==> src/rtl/psum_drain.sv <==
// Tail consumer of the psum adder chain: counts accumulation steps per
// output window, shifts/saturates each final psum and queues it in a small
// first-word fall-through FIFO that drains over a valid/ready port.
module psum_drain #(
    parameter int DWIDTH     = 32,
    parameter int ODWIDTH    = 16,
    parameter int CNTW       = 16,
    parameter int FIFO_DEPTH = 4
) (
    input  logic                      clk,
    input  logic                      rstn,
    input  logic                      start,
    input  logic [CNTW-1:0]           cfg_acc_len,
    input  logic [CNTW-1:0]           cfg_num_win,
    input  logic [4:0]                cfg_shift,
    input  logic                      psum_vld,
    input  logic signed [DWIDTH-1:0]  psum_data,
    output logic                      out_vld,
    input  logic                      out_rdy,
    output logic signed [ODWIDTH-1:0] out_data,
    output logic                      busy,
    output logic                      done,
    output logic                      ovf_err
);

    localparam int AW = $clog2(FIFO_DEPTH);
    localparam logic signed [DWIDTH-1:0] OMAX = DWIDTH'(2 ** (ODWIDTH - 1) - 1);
    localparam logic signed [DWIDTH-1:0] OMIN = ~OMAX;

    typedef enum logic [1:0] {IDLE, ACC, DRAIN, DONE} state_t;

    state_t                     state;
    logic [CNTW-1:0]            acc_len, num_win, acc_cnt, win_cnt;
    logic [4:0]                 shift;

    logic signed [ODWIDTH-1:0]  mem [FIFO_DEPTH];
    logic [AW-1:0]              wptr, rptr;
    logic [AW:0]                count;

    logic                       full, empty, pop, push_req, push_ok;
    logic                       last_smp, last_win;
    logic signed [DWIDTH-1:0]   shifted;
    logic signed [ODWIDTH-1:0]  result;

    assign empty    = (count == '0);
    assign full     = (count == (AW+1)'(FIFO_DEPTH));
    assign pop      = !empty && out_rdy;
    assign last_smp = (acc_cnt == acc_len - 1'b1);
    assign last_win = (win_cnt == num_win - 1'b1);
    assign push_req = (state == ACC) && psum_vld && last_smp;
    // A full FIFO still takes the push when the head leaves in the same cycle.
    assign push_ok  = push_req && (!full || pop);

    assign out_vld  = !empty;
    assign out_data = empty ? '0 : mem[rptr];

    // Truncating arithmetic shift, then clamp into the signed output range.
    always_comb begin
        shifted = psum_data >>> shift;
        if (shifted > OMAX)
            result = OMAX[ODWIDTH-1:0];
        else if (shifted < OMIN)
            result = OMIN[ODWIDTH-1:0];
        else
            result = shifted[ODWIDTH-1:0];
    end

    // FIFO storage; contents are don't-care until written, so no reset.
    always_ff @(posedge clk) begin
        if (push_ok)
            mem[wptr] <= result;
    end

    // FIFO pointers and occupancy; pointers wrap naturally at FIFO_DEPTH.
    always_ff @(posedge clk or negedge rstn) begin
        if (!rstn) begin
            wptr  <= '0;
            rptr  <= '0;
            count <= '0;
        end else begin
            if (push_ok) wptr <= wptr + 1'b1;
            if (pop)     rptr <= rptr + 1'b1;
            case ({push_ok, pop})
                2'b10:   count <= count + 1'b1;
                2'b01:   count <= count - 1'b1;
                default: ;
            endcase
        end
    end

    // Job sequencing, window counting and the sticky overflow flag.
    always_ff @(posedge clk or negedge rstn) begin
        if (!rstn) begin
            state   <= IDLE;
            acc_len <= '0;
            num_win <= '0;
            shift   <= '0;
            acc_cnt <= '0;
            win_cnt <= '0;
            busy    <= 1'b0;
            done    <= 1'b0;
            ovf_err <= 1'b0;
        end else begin
            case (state)
                IDLE: begin
                    if (start) begin
                        acc_len <= cfg_acc_len;
                        num_win <= cfg_num_win;
                        shift   <= cfg_shift;
                        acc_cnt <= '0;
                        win_cnt <= '0;
                        ovf_err <= 1'b0;
                        busy    <= 1'b1;
                        if (cfg_acc_len == '0 || cfg_num_win == '0) begin
                            state <= DONE;
                            done  <= 1'b1;
                        end else begin
                            state <= ACC;
                        end
                    end
                end
                ACC: begin
                    if (psum_vld) begin
                        if (!last_smp) begin
                            acc_cnt <= acc_cnt + 1'b1;
                        end else begin
                            acc_cnt <= '0;
                            if (last_win) state <= DRAIN;
                            else          win_cnt <= win_cnt + 1'b1;
                        end
                    end
                end
                DRAIN: begin
                    if (empty) begin
                        state <= DONE;
                        done  <= 1'b1;
                    end
                end
                DONE: begin
                    state <= IDLE;
                    done  <= 1'b0;
                    busy  <= 1'b0;
                end
                default: state <= IDLE;
            endcase
            // Only ACC can request a push, so this never races the start clear.
            if (push_req && !push_ok)
                ovf_err <= 1'b1;
        end
    end

endmodule

==> config.mk <==
export PLATFORM = sky130hd
export DESIGN_NAME = psum_drain
export DESIGN_NICKNAME = d
export VERILOG_FILES = /design/src/rtl/psum_drain.sv
export SDC_FILE = /design/constraint.sdc
export NUM_CORES = 1
export LEC_CHECK = 0
export ABC_AREA = 1
export CORE_MARGIN = 5
export CORE_UTILIZATION = 40
export CTS_CLUSTER_SIZE = 25
export DETAILED_ROUTE_END_ITERATION = 10
export PLACE_DENSITY_LB_ADDON = 0.3
export REMOVE_ABC_BUFFERS = 1
export SKIP_CTS_REPAIR_TIMING = 1
export SLEW_MARGIN = 20
export SYNTH_ARGS = -nofsm -noshare
export SYNTH_HDL_FRONTEND = slang
export SYNTH_SLANG_ARGS = --single-unit
==> constraint.sdc <==
create_clock -name clk -period 5.12 [get_ports clk]
set_input_delay 1.024 -clock clk [delete_from_list [all_inputs] [get_ports clk]]
set_output_delay 1.024 -clock clk [all_outputs]
set_load 0.1 [all_outputs]
==> results.yml, run 1 <==
outcome:
  run_status: "complete, no violations"
power:
  clock_power_share_pct: 16.9
  power.density_cell_area_nw_per_um2: 643
  p_sw_uw: 3830
  power.internal_uw: 3420
  sw_frac_of_total_pct: 52.8
  power.ir.vdd_worst_mv: 0.507
  total_power_uw: 7250
  cellLeakagePower_uw: 0.00499
  pwr-share-comb_pct: 58.0
  sequentialPowerShare_pct: 25.1
worst_setup_path:
  worst_path_largest_cell_delay_ns: 0.77
  cp-start-kind: "flip-flop"
  critical_path.top_delay_family: "buffers and inverters"
  slowest_stage: "sky130_fd_sc_hd__dfrtp_1"
  worstSetupEndpointType: "primary output"
  worstPathRequired_ns: 4.10
  cp_cell_sequence: "clkinv_1, nor2_1, o21ai_0, a21oi_1, buf_4"
  worst-path-buf-inv: 2
  critical_path.max_fanout: 17
  reg2reg_slack_ns: 1.62
  arrival_ns: 2.89
  critical_path_class: "flip-flop to primary output"
cts:
  clock_sinks: 145
  htree_levels: 4
  cts_tree: "done"
  cts_buffers: 17
  insertion_delay_ns: 0.43
  cts.root.buffer_cell: "sky130_fd_sc_hd__clkbuf_16"
  cts.reportedPaths.clkPinSlew_ns: 0.07
  clockBufferDepth: 2
cells_and_area:
  antenna_cells: 0
  most_common_cell_after_layout_fill_and_taps_aside: "sky130_fd_sc_hd__nand2_1"
  multi_input_comb_area_sq_um: 4960
  seqCellArea_sq_um: 3950
  nNetsFinal: 1473
  design_area_sq_um: 11300
  most-common-layout-cells: "sky130_fd_sc_hd__nand2_1, sky130_fd_sc_hd__nor2_1, sky130_fd_sc_hd__inv_1"
  fillerInstances: 2345
  area_delta_synth_final_pct: 16.8
  drive_gt1_share_pct: 7.86
yosys:
  synth_mux_area_share_pct: 0.726
  synth_simple_gate_area_share_pct: 33.7
  synth_xor_xnor_area_share_pct: 4.59
  synth_compound_area_share_pct: 10.5
  synth.yosys.seq_area_share_pct: 40.9
  syn_inst: 1327
  yosys_warnings: 0
  ys_types: 52
  synth_area_per_cell_sq_um: 7.27
  synth_area_sq_um: 9650
  post_synthesis_register_bit_count: 145
  main_combinational_cell_family_by_area_after_synthesis: "simple AND/OR/NAND/NOR gates"
  synthAdderAreaFrac_pct: 1.76
global_route:
  grt_pass1_wl_um: 40700
  grt_antenna_before_repair: 0
  grt_max_degree: 57
  global_route.usage.total_pct: 18.6
  globalRoute.totalOverflow: 0
  grt_pass1_vias: 8186
routing:
  detail-route-antenna-nets: 0
  dr_pass1_iterations: 5
  remaining_drc_errors: 0
  totalWireLength_um: 24600
  drtIter0Drc: 603
  avgViaCountPerCell: 5.02
  route.detailed.wl_per_inst_um: 14.3
  detailroute.via_count: 8632
placed_design:
  dpl-instance-area_sq_um: 10700
  portBuffers: 93
  routabilityCongestion: 0.889
  detailed_place_hpwl_um: 18000
die:
  die_h_um: 165
  die_w_um: 165
  fp-row-count: 56
  num_io_pins: 94
  die_area_sq_um: 27300
  core_region_area_sq_um: 23600
  initial_util_pct: 40.9
timing:
  grt_setup_unrepaired: "no"
  final.setup_skew_ns: 0.0115
  totalNegativeSetupSlack_ns: 0
  post-route-period-util_pct: 76.5
  final_hold_vio_count: 0
  worst_relative_slew_slack_pct: 33.3
  final-setup-viol-count: 0
  fmax_mhz: 255
  number_of_pins_exceeding_their_max_slew_limit_in_the_final_report: 0
  worst-slew-pin-transition_ns: 1.00
  post-route-min-period_ns: 3.92
hold_path:
  hold_path_class: "flip-flop to flip-flop"
flow_run:
  maxCapViolCount: 0
kinds of logic (layout without fill, tap and decap cells):
| group | count (synthesis) | count (layout) |
|---|---|---|
| AO/OA/AOI/OAI | 185 | 185 |
| XOR/XNOR | 49 | 49 |
| adder cells (fa/ha/maj) | 13 | 13 |
| buffers and inverters | 179 | 251 |
| flip-flops | 145 | 145 |
| multiplexers | 7 | 7 |
| AND/OR/NAND/NOR | 749 | 749 |
worst paths after layout:
path,start,end,cells past startpoint
setup / recovery,rptr[1]$_DFFE_PN0P_,out_data[10],5
hold / removal,done$_DFFE_PN0P_,done$_DFFE_PN0P_,2
setup reg to reg,acc_len[0]$_DFFE_PN0P_,mem[3][4]$_DFFE_PP_,14
hold reg to reg,done$_DFFE_PN0P_,done$_DFFE_PN0P_,2
max in group asynchronous,rstn,state[1]$_DFFE_PN0P_,2
min in group asynchronous,rstn,acc_len[12]$_DFFE_PN0P_,1
routing by layer:
metal	track usage, %	vias to the layer above	routed length, um
li1	-	4432	-
met4	6.04	0	510
met2	28.3	221	10900
met1	26.2	3936	11800
met3	4.19	43	1360
met5	0	-	0
cell type report:
class | instances | share of cell area (%)
Multi-Input combinational cell | 1003 | 44.0
Sequential cell | 145 | 35.0
Timing Repair Buffer | 100 | 8.35
Inverter | 119 | 3.98
Clock buffer | 18 | 3.81
Tap cell | 319 | 3.54
Clock inverter | 14 | 1.29
per-stage QoR:
step / cells / utilization, % / hold slack, ns / setup slack [ns]
2_1_floorplan: 1267 / - / 0.464 / 0.814
3_3_place_gp: 1686 / 45.3 / 0.472 / 1.70
3_5_place_dp: 1686 / 45.3 / 0.475 / 1.64
4_1_cts: 1718 / 47.7 / 0.491 / 1.21
5_1_grt: 1718 / 47.7 / 0.510 / 1.00
6_report: 1718 / 47.7 / 0.485 / 1.20
tightest hold or removal path, cell delays in order (launching register included):
cell and delay [ns]:
sky130_fd_sc_hd__dfrtp_1 0.34, sky130_fd_sc_hd__nand2_1 0.05, sky130_fd_sc_hd__o21ai_0 0.06
power by group through the flow:
stage / Sequential [uW] / Clock (uW) / Combinational [uW]
2_1_floorplan: 1880 / 0 / 3070
3_5_place_dp: 1840 / 0 / 4190
5_1_grt: 1850 / 1300 / 4700
6_report: 1820 / 1230 / 4210
3_3_place_gp: 1840 / 0 / 4140
4_1_cts: 1820 / 1250 / 4210
cells in the mapped netlist (all sizes together):
| library cell | n | area (sq um) |
|---|---|---|
| ha | 12 | 150 |
| and2 | 9 | 58.8 |
| and3 | 6 | 37.5 |
| edfxtp | 64 | 1920 |
| nand3b | 6 | 45.0 |
| mux2i | 7 | 70.1 |
| xnor2 | 11 | 96.3 |
| buf | 27 | 176 |
| a31oi | 4 | 25.0 |
| o21bai | 1 | 7.51 |
| nor3 | 14 | 85.1 |
| xor2 | 37 | 324 |
| nand4 | 32 | 200 |
| inv | 116 | 438 |
| o22ai | 2 | 12.5 |
| clkinv | 3 | 11.3 |
| nand3 | 76 | 418 |
| a211oi | 1 | 7.51 |
| a21oi | 34 | 174 |
| o21a | 2 | 15.0 |
| nor4 | 9 | 56.3 |
| o21ai | 134 | 716 |
| and3b | 1 | 8.76 |
| nand2 | 418 | 1600 |
| xnor3 | 1 | 22.5 |
| dfrtp | 81 | 2030 |
| clkbuf | 33 | 126 |
| a211o | 2 | 17.5 |
| nor2 | 169 | 686 |
| o211ai | 5 | 37.5 |
| nor3b | 4 | 30.0 |
| or2 | 5 | 31.3 |
| fa | 1 | 20.0 |
sequential cells by signal, summed over array words and instances (netlist names):
register / count
acc_len: 16
state: 2
acc_cnt: 16
mem: 64
win_cnt: 16
done: 1
busy: 1
rptr: 2
shift: 5
ovf_err: 1
wptr: 2
num_win: 16
count: 3
Power figures use the tool's default switching activity.
==> run 2, diff against run 1 <==
- clock period: 5.12 -> 3.5 ns (I/O delays scaled with it)
==> results.yml, run 2 (same netlist as run 1, synthesis figures left out) <==
routing:
  detailroute.via_count: 8738
  drtIter0Drc: 616
  detail-route-antenna-nets: 0
  totalWireLength_um: 24800
  remaining_drc_errors: 0
  avgViaCountPerCell: 5.05
  dr_pass1_iterations: 5
  route.detailed.wl_per_inst_um: 14.3
timing:
  fin_ws_ns: 0.381
  final_hold_vio_count: 0
  post-route-min-period_ns: 3.12
  post-route-period-util_pct: 89.1
  worst-slew-pin-transition_ns: 0.980
  final.setup_skew_ns: 0.0105
  fmax_mhz: 321
  final-setup-viol-count: 0
  number_of_pins_exceeding_their_max_slew_limit_in_the_final_report: 0
  worst_relative_slew_slack_pct: 34.5
  grt_setup_unrepaired: "no"
power:
  sequentialPowerShare_pct: 23.1
  power.ir.vdd_worst_mv: 0.831
  p_sw_uw: 5770
  sw_frac_of_total_pct: 51.8
  power.internal_uw: 5380
  cellLeakagePower_uw: 0.00514
  clock_power_share_pct: 16.1
  power.density_cell_area_nw_per_um2: 964
  pwr-share-comb_pct: 60.8
placed_design:
  routabilityCongestion: 0.898
  post-place-ws_ns: 0.363
  detailed_place_hpwl_um: 18100
  portBuffers: 93
die:
  core_region_area_sq_um: 23600
  fp-row-count: 56
  num_io_pins: 94
  initial_util_pct: 40.9
  die_w_um: 165
  die_area_sq_um: 27300
  die_h_um: 165
worst_setup_path:
  slowest_stage: "sky130_fd_sc_hd__a21oi_1"
  worstPathRequired_ns: 2.80
  cp-start-kind: "flip-flop"
  worstSetupEndpointType: "primary output"
  worst_path_largest_cell_delay_ns: 0.59
  worst-path-buf-inv: 3
  cp_cell_sequence: "inv_1, nand2_1, clkinv_1, a21oi_1, buf_12"
  critical_path.top_delay_family: "buffers and inverters"
  critical_path.max_fanout: 17
  arrival_ns: 2.42
  critical_path_class: "flip-flop to primary output"
cts:
  cts_buffers: 17
  cts_tree: "done"
  clockBufferDepth: 2
  cts.root.buffer_cell: "sky130_fd_sc_hd__clkbuf_16"
  htree_levels: 4
  cts.reportedPaths.clkPinSlew_ns: 0.07
  clock_sinks: 145
  insertion_delay_ns: 0.43
hold_path:
  hold_path_class: "input pin to async pin"
global_route:
  grt_max_degree: 58
  globalRoute.totalOverflow: 0
  grt_pass1_wl_um: 40800
  grt_antenna_before_repair: 0
  global_route.usage.total_pct: 18.6
  grt_pass1_vias: 8059
cells_and_area:
  drive_gt1_share_pct: 8.64
  largest_register_ffs: 64
  most-common-layout-cells: "sky130_fd_sc_hd__nand2_1, sky130_fd_sc_hd__nor2_1, sky130_fd_sc_hd__inv_1"
  seqCellArea_sq_um: 3950
  nNetsFinal: 1486
  most_common_cell_after_layout_fill_and_taps_aside: "sky130_fd_sc_hd__nand2_1"
  largest_register: "mem"
  fillerInstances: 2327
  core_utilization_of_the_finished_layout_pct: 49.0
  multi_input_comb_area_sq_um: 4950
  area_delta_synth_final_pct: 19.9
  antenna_cells: 0
outcome:
  run_status: "complete, no violations"
flow_run:
  maxCapViolCount: 0
-- run 2: cell count changes in the layout (fill, tap and decap cells not counted) --
cell,previous run,this run
sky130_fd_sc_hd__inv_8,2,8
sky130_fd_sc_hd__clkbuf_1,1,0
sky130_fd_sc_hd__clkinvlp_4,3,1
sky130_fd_sc_hd__buf_4,24,23
sky130_fd_sc_hd__clkdlybuf4s50_1,76,74
sky130_fd_sc_hd__bufinv_16,1,0
sky130_fd_sc_hd__inv_6,6,2
sky130_fd_sc_hd__buf_12,0,16
sky130_fd_sc_hd__nor2_2,9,5
sky130_fd_sc_hd__clkinv_8,0,2
sky130_fd_sc_hd__nor2_1,156,160
-- run 2: layer usage --
layer | wire length (um) | GRT usage [%] | vias to the layer above | part of all wire (%)
li1 | - | - | 4468 | -
met1 | 11900 | 27.0 | 4047 | 48
met2 | 11400 | 29.4 | 204 | 46
met3 | 1260 | 3.13 | 19 | 5.1
met4 | 215 | 3.75 | 0 | 0.87
met5 | 0 | 0 | - | 0
-- run 2: cell type report --
class | instances | share of cell area [%]
Multi-Input combinational cell | 1003 | 42.8
Sequential cell | 145 | 34.1
Timing Repair Buffer | 113 | 10.7
Inverter | 119 | 3.88
Clock buffer | 17 | 3.68
Tap cell | 319 | 3.45
Clock inverter | 15 | 1.43
-- run 2: through the flow --
stage | cells | instance area [sq um] | setup TNS, ns | hold WS [ns] | power [uW]
after global placement | 1699 | 11000 | 0 | 0.481 | 9300
after floorplan | 1267 | 9350 | -7.72 | 0.404 | 7250
after detailed placement | 1699 | 11000 | 0 | 0.488 | 9360
final | 1731 | 11600 | 0 | 0.227 | 11200
after global routing | 1731 | 11600 | 0 | 0.260 | 12000
after CTS | 1731 | 11600 | 0 | 0.246 | 11200
-- run 2: power by group through the flow --
stage,combinational [uW],clock (uW),sequential (uW)
after floorplan,4490,0,2760
after CTS,6780,1830,2580
final,6780,1790,2580
after global placement,6690,0,2610
after detailed placement,6750,0,2610
after global routing,7490,1920,2620
-- run 2: worst paths after layout --
kind,from,end,slack [ns],cells past startpoint
hold / removal,rstn,acc_len[15]$_DFFE_PN0P_,0.23,1
setup / recovery,count[2]$_DFFE_PN0P_,out_data[7],0.38,5
max in group asynchronous,rstn,num_win[1]$_DFFE_PN0P_,2.57,2
hold reg to reg,count[0]$_DFFE_PN0P_,count[0]$_DFFE_PN0P_,0.49,1
min in group clk,count[0]$_DFFE_PN0P_,count[0]$_DFFE_PN0P_,0.49,1
setup reg to reg,acc_len[0]$_DFFE_PN0P_,mem[1][15]$_DFFE_PP_,0.58,15
==> run 3, diff against run 2 <==
- MAX_ROUTING_LAYER: default -> met4
- clock period: 3.5 -> 3.7 ns (I/O delays scaled with it)
==> results.yml, run 3 (same netlist as run 1, synthesis figures left out) <==
outcome:
  run_status: "complete, no violations"
cts:
  htree_levels: 4
  clock_sinks: 145
  clockBufferDepth: 2
  cts_buffers: 17
  cts.root.buffer_cell: "sky130_fd_sc_hd__clkbuf_16"
  cts_tree: "done"
  cts.reportedPaths.clkPinSlew_ns: 0.07
  insertion_delay_ns: 0.43
placed_design:
  routabilityCongestion: 0.890
  portBuffers: 93
  detailed_place_hpwl_um: 17900
  place.detailed.instances: 1698
global_route:
  globalRoute.totalOverflow: 0
  grt_max_degree: 72
  global_route.usage.total_pct: 18.9
  grt_antenna_before_repair: 0
  grt_pass1_vias: 7984
  grt_pass1_wl_um: 40200
routing:
  dr_pass1_iterations: 6
  avgViaCountPerCell: 5.01
  drtIter0Drc: 604
  remaining_drc_errors: 0
  detail-route-antenna-nets: 0
  totalWireLength_um: 24600
  route.detailed.wl_per_inst_um: 14.2
  detailroute.via_count: 8672
worst_setup_path:
  arrival_ns: 2.25
  cp-start-kind: "flip-flop"
  r2r.worst_path.cells: 15
  worstPathRequired_ns: 2.96
  critical_path.reg2reg.endpoint: "mem[0][15]$_DFFE_PP_"
  rr_startpoint: "acc_len[0]$_DFFE_PN0P_"
  critical_path.max_fanout: 32
  critical_path_class: "flip-flop to primary output"
  reg2reg_slack_ns: 0.79
  worstSetupEndpointType: "primary output"
cells_and_area:
  layout.cells.non_filler: 1730
  largest_register: "mem"
  drive_gt1_share_pct: 8.43
  most-common-layout-cells: "sky130_fd_sc_hd__nand2_1, sky130_fd_sc_hd__nor2_1, sky130_fd_sc_hd__inv_1"
  antenna_cells: 0
  largest_register_ffs: 64
  area_delta_synth_final_pct: 17.6
  most_common_cell_after_layout_fill_and_taps_aside: "sky130_fd_sc_hd__nand2_1"
  nNetsFinal: 1485
die:
  die_area_sq_um: 27300
  die_w_um: 165
  die_h_um: 165
  core_region_area_sq_um: 23600
  num_io_pins: 94
  initial_util_pct: 40.9
  fp-row-count: 56
hold_path:
  hold_path_class: "input pin to async pin"
timing:
  final_hold_vio_count: 0
  final.setup_skew_ns: 0.00911
  final-setup-viol-count: 0
  worst_relative_slew_slack_pct: 31.9
  worst-slew-pin-transition_ns: 1.02
  post-route-period-util_pct: 80.7
  totalNegativeSetupSlack_ns: 0
  number_of_pins_exceeding_their_max_slew_limit_in_the_final_report: 0
  fmax_mhz: 335
  post-route-min-period_ns: 2.99
  grt_setup_unrepaired: "no"
flow_run:
  maxCapViolCount: 0
power:
  cellLeakagePower_uw: 0.00505
  power.density_cell_area_nw_per_um2: 891
  power.ir.vdd_worst_mv: 0.778
## run 3: cell count changes in the layout (fill, tap and decap cells not counted), moves of 2 or more
cell	before	now
sky130_fd_sc_hd__buf_12	16	0
sky130_fd_sc_hd__clkinv_8	2	0
sky130_fd_sc_hd__inv_6	2	6
sky130_fd_sc_hd__inv_8	8	2
sky130_fd_sc_hd__buf_4	23	37
sky130_fd_sc_hd__clkinvlp_4	1	3
## run 3: power breakdown
part	total (uW)	switching (uW)	internal [uW]
Combinational	5990	4280	1720
Sequential	2430	315	2120
Clock	1680	738	946
Total	10100	5330	4780
## run 3: worst max-delay path, cell delays in order (launching register included)
cell                      delay [ns]
sky130_fd_sc_hd__dfrtp_1        0.37
sky130_fd_sc_hd__inv_1          0.59
sky130_fd_sc_hd__o21ai_0        0.20
sky130_fd_sc_hd__a21oi_1        0.31
sky130_fd_sc_hd__buf_4          0.35
## run 3: worst max path at each step
stage,depth (start not counted),slack [ns],end,startpoint
floorplan,4,-0.32,out_data[0],count[0]$_DFFE_PN0P_
global placement,17,0.64,mem[0][10]$_DFFE_PP_,psum_data[31]
detailed placement,17,0.58,mem[1][12]$_DFFE_PP_,psum_data[31]
CTS,4,0.68,out_data[14],rptr[0]$_DFFE_PN0P_
global route,19,0.47,mem[2][4]$_DFFE_PP_,acc_len[0]$_DFFE_PN0P_
finish,4,0.71,out_data[14],rptr[0]$_DFFE_PN0P_
## run 3: area by class of cell
cell class | instances | area [sq um]
timing repair buffer | 112 | 1030
multi-input combinational | 1003 | 4950
fill | 2382 | 12300
inverter | 119 | 449
clock buffer | 17 | 425
clock inverter | 15 | 149
tap | 319 | 399
sequential | 145 | 3950
## run 3: metal layers
layer	wire [um]	share of wire, %	GRT usage (%)	vias up
li1	-	-	-	4464
met1	12200	50	27.1	3990
met2	11000	45	28.3	193
met3	973	4.0	2.48	25
met4	344	1.4	5.06	0
met5	0	0	-	-
## run 3: through the flow
| step | utilization, % | total power, uW | hold WS (ns) | cell area, sq um | setup WS, ns |
|---|---|---|---|---|---|
| 6_report | 48.1 | 10100 | 0.409 | 11400 | 0.715 |
| 5_1_grt | 48.1 | 10900 | 0.526 | 11400 | 0.466 |
| 4_1_cts | 48.1 | 10100 | 0.487 | 11400 | 0.683 |
| 3_5_place_dp | 45.6 | 8420 | 0.482 | 10800 | 0.582 |
| 3_3_place_gp | 45.6 | 8370 | 0.482 | 10800 | 0.636 |
| 2_1_floorplan | - | 6860 | 0.444 | 9350 | -0.322 |
